File: src/rtl/alu_op_sequencer.sv
// ---------------------------------------------------------------------------
// alu_op_sequencer
//
// Sequences an external combinational 8-bit ALU. Op commands (op, ra, rb, rd)
// are buffered in a DEPTH-entry FIFO. For each command the block latches the
// operands from its NREGS x 8 register file into alu_a/alu_b/alu_n, captures
// the ALU result, condition codes and write enable one cycle later, and then
// writes the result back to rd.
//
// Optional feature macro: ALU_SEQ_FWD_EN
//   defined   : WB chains straight into EXEC when the FIFO holds a command
//               (2 cycles/op). The result still in the capture registers is
//               forwarded to the operands.
//   undefined : WB always returns to IDLE (3 cycles/op). There is no
//               forwarding logic.
//
// Ports
//   clk, reset             rising-edge clock; asynchronous active-high reset
//   cmd_valid/cmd_ready    command handshake (ready iff FIFO count < DEPTH)
//   cmd_op/ra/rb/rd        command fields
//   ld_en/ld_addr/ld_data  host preload of one register-file entry
//   alu_a/alu_b/alu_n      registered ALU operands and opcode
//   alu_r/alu_cc/alu_we    ALU result, condition codes and write enable
//   busy                   FSM not idle, or FIFO not empty
//   done/done_err/done_rd  one-cycle completion pulse, no-writeback flag,
//                          destination register
//   status_cc              cc of the last command that wrote back
//   dbg_addr/dbg_data      combinational register-file read port
// ---------------------------------------------------------------------------
module alu_op_sequencer #(
    parameter int  DEPTH = 4,
    parameter int  NREGS = 8,
    localparam int RA    = $clog2(NREGS)
) (
    input  logic          clk,
    input  logic          reset,
    input  logic          cmd_valid,
    output logic          cmd_ready,
    input  logic [3:0]    cmd_op,
    input  logic [RA-1:0] cmd_ra,
    input  logic [RA-1:0] cmd_rb,
    input  logic [RA-1:0] cmd_rd,
    input  logic          ld_en,
    input  logic [RA-1:0] ld_addr,
    input  logic [7:0]    ld_data,
    output logic [7:0]    alu_a,
    output logic [7:0]    alu_b,
    output logic [3:0]    alu_n,
    input  logic [7:0]    alu_r,
    input  logic [3:0]    alu_cc,
    input  logic          alu_we,
    output logic          busy,
    output logic          done,
    output logic          done_err,
    output logic [RA-1:0] done_rd,
    output logic [3:0]    status_cc,
    input  logic [RA-1:0] dbg_addr,
    output logic [7:0]    dbg_data
);

    localparam int PW = $clog2(DEPTH);

    typedef enum logic [1:0] {
        ST_IDLE,
        ST_EXEC,
        ST_WB
    } state_t;

    typedef struct packed {
        logic [3:0]    op;
        logic [RA-1:0] ra;
        logic [RA-1:0] rb;
        logic [RA-1:0] rd;
    } cmd_t;

    // Command FIFO
    cmd_t          r_fifo [DEPTH];
    logic [PW-1:0] r_wr_ptr;
    logic [PW-1:0] r_rd_ptr;
    logic [PW:0]   r_count;
    cmd_t          w_cmd_in;
    cmd_t          w_head;
    logic          w_push;
    logic          w_pop;
    logic          w_empty;

    // FSM and datapath
    state_t        r_state;
    state_t        w_state_nxt;
    logic [7:0]    r_rf [NREGS];
    logic [7:0]    r_alu_a;
    logic [7:0]    r_alu_b;
    logic [3:0]    r_alu_n;
    logic [RA-1:0] r_rd_q;
    logic [7:0]    r_r_q;
    logic [3:0]    r_cc_q;
    logic          r_we_q;
    logic [3:0]    r_status_cc;
    logic [7:0]    w_opa;
    logic [7:0]    w_opb;
    logic          w_wb_write;

    // -----------------------------------------------------------------------
    // FIFO
    // -----------------------------------------------------------------------
    assign w_cmd_in  = '{op: cmd_op, ra: cmd_ra, rb: cmd_rb, rd: cmd_rd};
    assign w_head    = r_fifo[r_rd_ptr];
    assign w_empty   = (r_count == '0);
    // Readiness depends only on the stored count: a pop in a full cycle does
    // not open a slot until the next cycle.
    assign cmd_ready = (r_count < (PW+1)'(DEPTH));
    assign w_push    = cmd_valid & cmd_ready;

    // NOTE: FIFO storage has no reset; r_count alone decides which entries
    // are meaningful, so clearing the array would only add reset fan-out.
    always_ff @(posedge clk) begin
        if (w_push) begin
            r_fifo[r_wr_ptr] <= w_cmd_in;
        end
    end

    always_ff @(posedge clk or posedge reset) begin
        if (reset) begin
            r_wr_ptr <= '0;
            r_rd_ptr <= '0;
            r_count  <= '0;
        end else begin
            if (w_push) begin
                r_wr_ptr <= r_wr_ptr + 1'b1;
            end
            if (w_pop) begin
                r_rd_ptr <= r_rd_ptr + 1'b1;
            end
            case ({w_push, w_pop})
                2'b10:   r_count <= r_count + 1'b1;
                2'b01:   r_count <= r_count - 1'b1;
                default: r_count <= r_count;
            endcase
        end
    end

    // -----------------------------------------------------------------------
    // FSM
    // -----------------------------------------------------------------------
    always_ff @(posedge clk or posedge reset) begin
        if (reset) begin
            r_state <= ST_IDLE;
        end else begin
            r_state <= w_state_nxt;
        end
    end

    // NOTE: every output of this block gets a default before the case, so
    // no path leaves a signal unassigned and no latch is inferred. Blocking
    // assignments are correct here because this is combinational logic.
    always_comb begin
        w_state_nxt = r_state;
        w_pop       = 1'b0;
        case (r_state)
            ST_IDLE: begin
                if (!w_empty) begin
                    w_pop       = 1'b1;
                    w_state_nxt = ST_EXEC;
                end
            end
            ST_EXEC: begin
                w_state_nxt = ST_WB;
            end
            ST_WB: begin
`ifdef ALU_SEQ_FWD_EN
                if (!w_empty) begin
                    w_pop       = 1'b1;
                    w_state_nxt = ST_EXEC;
                end else begin
                    w_state_nxt = ST_IDLE;
                end
`else
                w_state_nxt = ST_IDLE;
`endif
            end
            default: begin
                w_state_nxt = ST_IDLE;
            end
        endcase
    end

    // -----------------------------------------------------------------------
    // Operand selection. A same-cycle ld_en is deliberately not forwarded;
    // the latch sees the register's current contents.
    // -----------------------------------------------------------------------
    always_comb begin
        w_opa = r_rf[w_head.ra];
        w_opb = r_rf[w_head.rb];
`ifdef ALU_SEQ_FWD_EN
        // A pop in WB happens on the same edge as the writeback, so the
        // register file still holds the old value of rd_q.
        if (r_state == ST_WB && r_we_q && w_head.ra == r_rd_q) begin
            w_opa = r_r_q;
        end
        if (r_state == ST_WB && r_we_q && w_head.rb == r_rd_q) begin
            w_opb = r_r_q;
        end
`endif
    end

    assign w_wb_write = (r_state == ST_WB) && r_we_q;

    // -----------------------------------------------------------------------
    // ALU operand, capture and status registers
    // -----------------------------------------------------------------------
    always_ff @(posedge clk or posedge reset) begin
        if (reset) begin
            r_alu_a     <= '0;
            r_alu_b     <= '0;
            r_alu_n     <= '0;
            r_rd_q      <= '0;
            r_r_q       <= '0;
            r_cc_q      <= '0;
            r_we_q      <= 1'b0;
            r_status_cc <= '0;
        end else begin
            if (w_pop) begin
                r_alu_a <= w_opa;
                r_alu_b <= w_opb;
                r_alu_n <= w_head.op;
                r_rd_q  <= w_head.rd;
            end
            if (r_state == ST_EXEC) begin
                r_r_q  <= alu_r;
                r_cc_q <= alu_cc;
                r_we_q <= alu_we;
            end
            if (w_wb_write) begin
                r_status_cc <= r_cc_q;
            end
        end
    end

    // -----------------------------------------------------------------------
    // Register file. The host preload yields to a writeback to the same
    // address on the same edge.
    // -----------------------------------------------------------------------
    always_ff @(posedge clk or posedge reset) begin
        if (reset) begin
            for (int i = 0; i < NREGS; i++) begin
                r_rf[i] <= '0;
            end
        end else begin
            if (ld_en && !(w_wb_write && ld_addr == r_rd_q)) begin
                r_rf[ld_addr] <= ld_data;
            end
            if (w_wb_write) begin
                r_rf[r_rd_q] <= r_r_q;
            end
        end
    end

    // -----------------------------------------------------------------------
    // Outputs
    // -----------------------------------------------------------------------
    assign alu_a     = r_alu_a;
    assign alu_b     = r_alu_b;
    assign alu_n     = r_alu_n;
    assign status_cc = r_status_cc;
    assign done      = (r_state == ST_WB);
    assign done_err  = done && !r_we_q;
    assign done_rd   = done ? r_rd_q : '0;
    assign busy      = (r_state != ST_IDLE) || !w_empty;
    assign dbg_data  = r_rf[dbg_addr];

endmodule

File: config.mk
export PLATFORM = sky130hd
export DESIGN_NAME = alu_op_sequencer
export DESIGN_NICKNAME = d
export VERILOG_FILES = /design/src/rtl/alu_op_sequencer.sv
export SDC_FILE = /design/constraint.sdc
export NUM_CORES = 1
export LEC_CHECK = 0
export ABC_AREA = 0
export CORE_MARGIN = 2
export CORE_UTILIZATION = 45
export DETAILED_ROUTE_END_ITERATION = 8
export PLACE_DENSITY = 0.65
export SYNTH_ARGS = -nofsm -noshare
export SYNTH_HDL_FRONTEND = slang
export SYNTH_SLANG_ARGS = --single-unit
File: constraint.sdc
create_clock -name clk -period 3.9 [get_ports clk]
set_input_delay 0.39 -clock clk [delete_from_list [all_inputs] [get_ports clk]]
set_output_delay 0.39 -clock clk [all_outputs]
set_load 0.03 [all_outputs]
==> flow_metrics.tcl, run 1 <==
set metrics [dict create \
    status "finished, final reports clean" \
    fin_nets 822 \
    worst_pin_slew_ns 1.17 \
    detail_route.iter0.violations 423 \
    max-clock-path-buffers 2 \
    finalSetupViolCount 0 \
    final_max_slew_viol_count 0 \
    io_pins 83 \
    die-area_sq_um 20200 \
    layout_commonest_cell "mux2i_1" \
    gp_congestion 0.853 \
    dp_hpwl_um 15200 \
    clock.fmax_mhz 330 \
    dr.pass1.iters 6 \
    synthFlopType "dfrtp_1" \
    utilization_pct 54.0 \
    slew_headroom_pct 21.4 \
    grt_overflow 0 \
    vias_per_cell 5.90 \
    drive_gt1_share_pct 12.7 \
    worstPathArrival_ns 2.64 \
    synth-async-reset-ratio_pct 68.5 \
    grt_max_degree 76 \
    synth-seq-cells 165 \
    cts_buffers 17 \
    power.leakage_nw 4.14 \
    avgSynthCellArea_sq_um 11.9 \
    clock_latency_ns 0.44 \
    cts_tree "built" \
    drt_wl_total_um 22500 \
    wl_per_cell_um 22.1 \
    rsz0062_at_grt "false" \
    post_cts_buffers 0 \
    h-tree-depth 4 \
    cp_num_buf_inv 3 \
    antenna_found_initial 0 \
    fp.dieW_um 142 \
    area_growth_pct 17.7 \
    drc 0 \
    grtUsageTotal_pct 22.9 \
    cpPeakStageDelay_ns 0.61 \
    critPathLaunchType "input pin" \
    tns_ns 0 \
    peakVddDrop_uv 518 \
    post-route-period-util_pct 77.7 \
    synthesis.nets 770 \
    min_path_type "reg -> reg" \
    hold_viol 0 \
    postCtsResizedCells 0 \
    row_count 50 \
    synth_edf_count 52 \
    num_vias 6013 \
    required_ns 3.51 \
    clock-sinks 165 \
    layout_common_cells "129 x mux2i_1, 120 x nand2_1, 113 x dfrtp_1" \
    syn-cell-area_sq_um 8590 \
    finClkSkew_ns 0.0113 \
    end_kind "output pin" \
    antenna_cells 0 \
    ys_types 45 \
    postRouteAntennaNets 0 \
    maxCapViolCount 0 \
    path_cells "clkdlybuf4s50_1 -> buf_4 -> mux4_2 -> mux2_2 -> clkdlybuf4s50_1" \
    start_util_pct 45.9 \
    grt_pass1_vias 6164 \
    cp_top_family "buffers and inverters" \
    cts_hold_buf 0 \
    clkTransAtPathRegs_ns 0.06 \
    crit_path_max_fanout 16 \
    io_buffers 82 \
    critPathKind "in -> out" \
    power_density_nw_per_um2 872 \
    cp_slowest_cell "clkdlybuf4s50_1" \
    synthCells 720 \
    grt_pass1_wl_um 34800 \
    synth-seq-area-share_pct 51.1 \
    yosysWarnings 0 \
    root_buffer "clkbuf_16" \
    die_h_um 142 \
    n_fill_cell 1548 \
    path_common_cell "clkdlybuf4s50_1" \
    core_sq_um 18700 \
    min_period_ns 3.03 \
]
## routing by layer
layer	global-route usage (%)	vias up	share of wire (%)
met5	0	-	0
met4	8.79	0	2.9
met3	4.27	53	5.1
met2	39.5	228	51
met1	28.7	3026	41
li1	-	2706	-
## sequential cells by signal (all words and copies together) (netlist names)
signal and cells:
alu_a 8, alu_b 8, alu_n 4, r_cc_q 4
r_count 3, r_fifo 52, r_r_q 8, r_rd_ptr 2
r_rd_q 3, r_rf 64, r_state 2, r_we_q 1
r_wr_ptr 2, status_cc 4
## through the flow
step,total power (W),hold WS [ns],instances,cell area [sq um],worst slack [ns]
6_report,0.00882,0.477,1019,10100,0.870
4_1_cts,0.00883,0.484,1019,10100,0.861
5_1_grt,0.00928,0.510,1019,10100,0.799
2_1_floorplan,0.00591,0.469,720,8590,0.523
3_5_place_dp,0.00716,0.469,987,9530,0.872
3_3_place_gp,0.00700,0.460,987,9530,0.903
## Yosys cell counts, types with 2 or more instances
| master | n | area share [%] |
|---|---|---|
| xnor2_1 | 8 | 0.82 |
| nand2_1 | 120 | 5.2 |
| mux2_2 | 25 | 3.3 |
| nor3b_1 | 3 | 0.26 |
| ha_1 | 5 | 0.73 |
| or2_1 | 2 | 0.15 |
| edfxtp_1 | 52 | 18 |
| nand2b_1 | 5 | 0.36 |
| inv_1 | 11 | 0.48 |
| mux4_1 | 9 | 2.8 |
| and2_1 | 7 | 0.51 |
| buf_4 | 3 | 0.26 |
| buf_1 | 3 | 0.13 |
| mux4_2 | 20 | 5.2 |
| dfrtp_1 | 113 | 33 |
| buf_6 | 6 | 0.79 |
| nor4b_1 | 2 | 0.20 |
| clkbuf_1 | 37 | 1.6 |
| o22ai_1 | 32 | 2.3 |
| o21ai_0 | 50 | 2.9 |
| mux2i_1 | 129 | 15 |
| a21oi_1 | 8 | 0.47 |
| nor3_1 | 2 | 0.12 |
| nor2b_1 | 3 | 0.22 |
| buf_8 | 2 | 0.35 |
| o21ai_1 | 23 | 1.3 |
| buf_2 | 11 | 0.64 |
| nor2_1 | 12 | 0.52 |
## logic make-up (layout without fill, tap and decap cells)
kind of cell | count (synthesis) | in the layout | share of synthesized area [%]
compound gates | 115 | 115 | 7.27
xor+xnor | 9 | 9 | 0.918
simple gates | 167 | 167 | 8.85
fa+ha+maj | 6 | 6 | 0.962
mux | 183 | 183 | 26.3
flops | 165 | 165 | 51.1
buf+inv | 75 | 140 | 4.56
## final timing paths
kind / from / end / slack [ns] / cells after the start
setup / recovery: dbg_addr[0] / dbg_data[5] / 0.87 / 5
hold / removal: alu_a[0] / alu_a[0] / 0.48 / 2
setup reg to reg: r_rd_ptr[0] / alu_a[2] / 1.29 / 6
hold reg to reg: alu_a[0] / alu_a[0] / 0.48 / 2
max in group asynchronous: reset / status_cc[1] / 2.55 / 3
min in group asynchronous: reset / alu_a[2] / 0.56 / 2
## worst reg2reg max path, cell delays in order, from the launching register on
cell and delay (ns):
dfrtp_1 0.32, buf_4 0.27, mux4_2 0.93, mux2i_1 0.30, o22ai_1 0.11, o21ai_0 0.43
nand2_1 0.11
## power by group
part	total [W]	internal, W	switching [W]
clock network	0.00164	0.000902	0.000743
logic	0.00395	0.00179	0.00216
registers	0.00322	0.00248	0.000738
total	0.00882	0.00517	0.00364
## area by class of cell
cell class	count	area, sq um	area share (%)
timing repair buffer	97	958	9.48
multi-input combinational	480	3850	38.1
tap	234	293	2.90
sequential	165	4390	43.4
inverter	11	43.8	0.433
clock inverter	13	141	1.40
clock buffer	19	433	4.28
(Power assumes the default switching activity.)
==> inputs of run 2 (changes only) <==
--- a/config.mk
+++ b/config.mk
@@ -9,7 +9,7 @@
 export CORE_MARGIN = 2
 export CORE_UTILIZATION = 45
 export DETAILED_ROUTE_END_ITERATION = 8
-export PLACE_DENSITY = 0.65
+export PLACE_DENSITY = 0.68
 export SYNTH_ARGS = -nofsm -noshare
 export SYNTH_HDL_FRONTEND = slang
 export SYNTH_SLANG_ARGS = --single-unit
==> constraint.sdc (replaced) <==
create_clock -name clk -period 2.5 [get_ports clk]
set_input_delay 0.25 -clock clk [delete_from_list [all_inputs] [get_ports clk]]
set_output_delay 0.25 -clock clk [all_outputs]
set_load 0.03 [all_outputs]
==> run 2 against run 1 <==
First-iteration DRC count up 6.6%. Clock skew about the same. Clock power up 48%. Critical path depth unchanged. Register-to-register slack worse by 1.0 ns. Utilization up 0.56 points. Via count up 0.35%. Flip-flop and latch count unchanged. Power up 55%. Sequential power up 59%. Combinational power up 54%. Final area up 1.0%.
==> flow_metrics.tcl, run 2 (synthesis results as in run 1) <==
set metrics [dict create \
    status "finished, final reports clean" \
    min_path_type "in -> async" \
    layout.cells.non_filler 1040 \
    grt_pass1_wl_um 34600 \
    power.leakage_nw 4.25 \
    drc 0 \
    utilization_pct 54.6 \
    antenna_cells 0 \
    dr.pass1.iters 5 \
    cpPeakStageDelay_ns 0.59 \
    required_ns 2.25 \
    row_count 50 \
    drive_gt1_share_pct 15.6 \
    grtUsageMet1_pct 28.9 \
    path_cells "clkdlybuf4s50_1 -> buf_4 -> mux4_2 -> mux2_2 -> buf_4" \
    drt_wl_total_um 22100 \
    critPathLaunchType "input pin" \
    clkTransAtPathRegs_ns 0.07 \
    clock-sinks 165 \
    crit_path_max_fanout 12 \
    clock_latency_ns 0.44 \
    post_cts_buffers 0 \
    path_common_cell "buf_4" \
    busiest_layer "met2" \
    grtUsageMet3_pct 4.10 \
    maxCapViolCount 0 \
    layout_common_cells "129 x mux2i_1, 120 x nand2_1, 113 x dfrtp_1" \
    end_kind "output pin" \
    die_h_um 142 \
    cts_hold_buf 0 \
    clock.fmax_mhz 424 \
    use_met2_pct 38.4 \
    final_max_slew_viol_count 0 \
    io_pins 83 \
    wl_per_cell_um 21.3 \
    worst_pin_slew_ns 0.557 \
    grt_max_degree 60 \
    cts_buffers 17 \
    cp_slowest_cell "clkdlybuf4s50_1" \
    io_buffers 82 \
    detail_route.iter0.violations 451 \
    postRouteAntennaNets 0 \
    total_power_w 0.0136 \
    finalSetupViolCount 0 \
    finClkSkew_ns 0.0113 \
    max-clock-path-buffers 2 \
    core_sq_um 18700 \
    critPathKind "in -> out" \
    worstPathArrival_ns 2.11 \
    root_buffer "clkbuf_16" \
    layout_commonest_cell "mux2i_1" \
    cp_top_family "buffers and inverters" \
    h-tree-depth 4 \
    grt_pass1_vias 6211 \
    grt_overflow 0 \
    grtUsageTotal_pct 22.8 \
    tns_ns 0 \
    power_density_nw_per_um2 1340 \
    antenna_found_initial 0 \
    dp_cells 1008 \
    slew_headroom_pct 62.7 \
    num_vias 6034 \
    fp.dieW_um 142 \
    top_register "r_rf" \
    largest_reg_flops 64 \
    cp_num_buf_inv 3 \
    gp_congestion 0.883 \
    die-area_sq_um 20200 \
    start_util_pct 45.9 \
    post-route-period-util_pct 94.3 \
    cts_tree "built" \
    fin_nets 843 \
    reg_top3 "r_rf (64), r_fifo (52)" \
    peakVddDrop_uv 621 \
    vias_per_cell 5.80 \
    min_period_ns 2.36 \
    dp_hpwl_um 15500 \
    hold_viol 0 \
    rsz0062_at_grt "false" \
    area_growth_pct 18.9 \
]
-- run 2: worst paths after layout --
check | from | endpoint | slack, ns | cells past startpoint
setup / recovery | dbg_addr[1] | dbg_data[7] | 0.14 | 5
hold / removal | reset | alu_a[4] | 0.21 | 2
setup reg to reg | r_rd_ptr[0] | alu_b[5] | 0.27 | 7
hold reg to reg | alu_b[4] | alu_b[4] | 0.48 | 2
max in group asynchronous | reset | r_rf[54] | 1.57 | 3
min in group clk | alu_r[4] | r_r_q[4] | 0.43 | 2
-- run 2: metal layers --
metal,vias to the layer above,wire length [um]
met1,3031,9280
met3,52,1080
met4,0,740
met2,206,11100
li1,2745,-
met5,-,0
-- run 2: what timing repair did --
action | in CTS | in global routing
endpoints found under the hold margin | 0 | 0
setup endpoints to repair | 4 | 2
pin swaps | 0 | 0
resized for setup | 1 | 2
-- run 2: per-stage QoR --
step | cell area [sq um] | hold slack (ns) | worst slack [ns]
after detailed placement | 9680 | 0.467 | -0.0710
after global routing | 10200 | 0.256 | 0.0900
after CTS | 10200 | 0.231 | 0.00393
after floorplan | 8590 | 0.349 | 0.275
after global placement | 9680 | 0.461 | -0.0231
final | 10200 | 0.215 | 0.144
-- run 2: layout make-up --
cell class	count	area [sq um]
Timing Repair Buffer	118	1130
Tap cell	234	293
Fill cell	1542	8490
Clock buffer	18	429
Clock inverter	14	100
Inverter	11	45.0
Multi-Input combinational cell	480	3830
Sequential cell	165	4390
-- run 2: power by group --
part           leakage [nW]  internal, W  switching [W]  total, W
sequential             1.79      0.00387        0.00126   0.00513
combinational          2.20      0.00286        0.00324   0.00609
clock                 0.260      0.00128        0.00114   0.00242
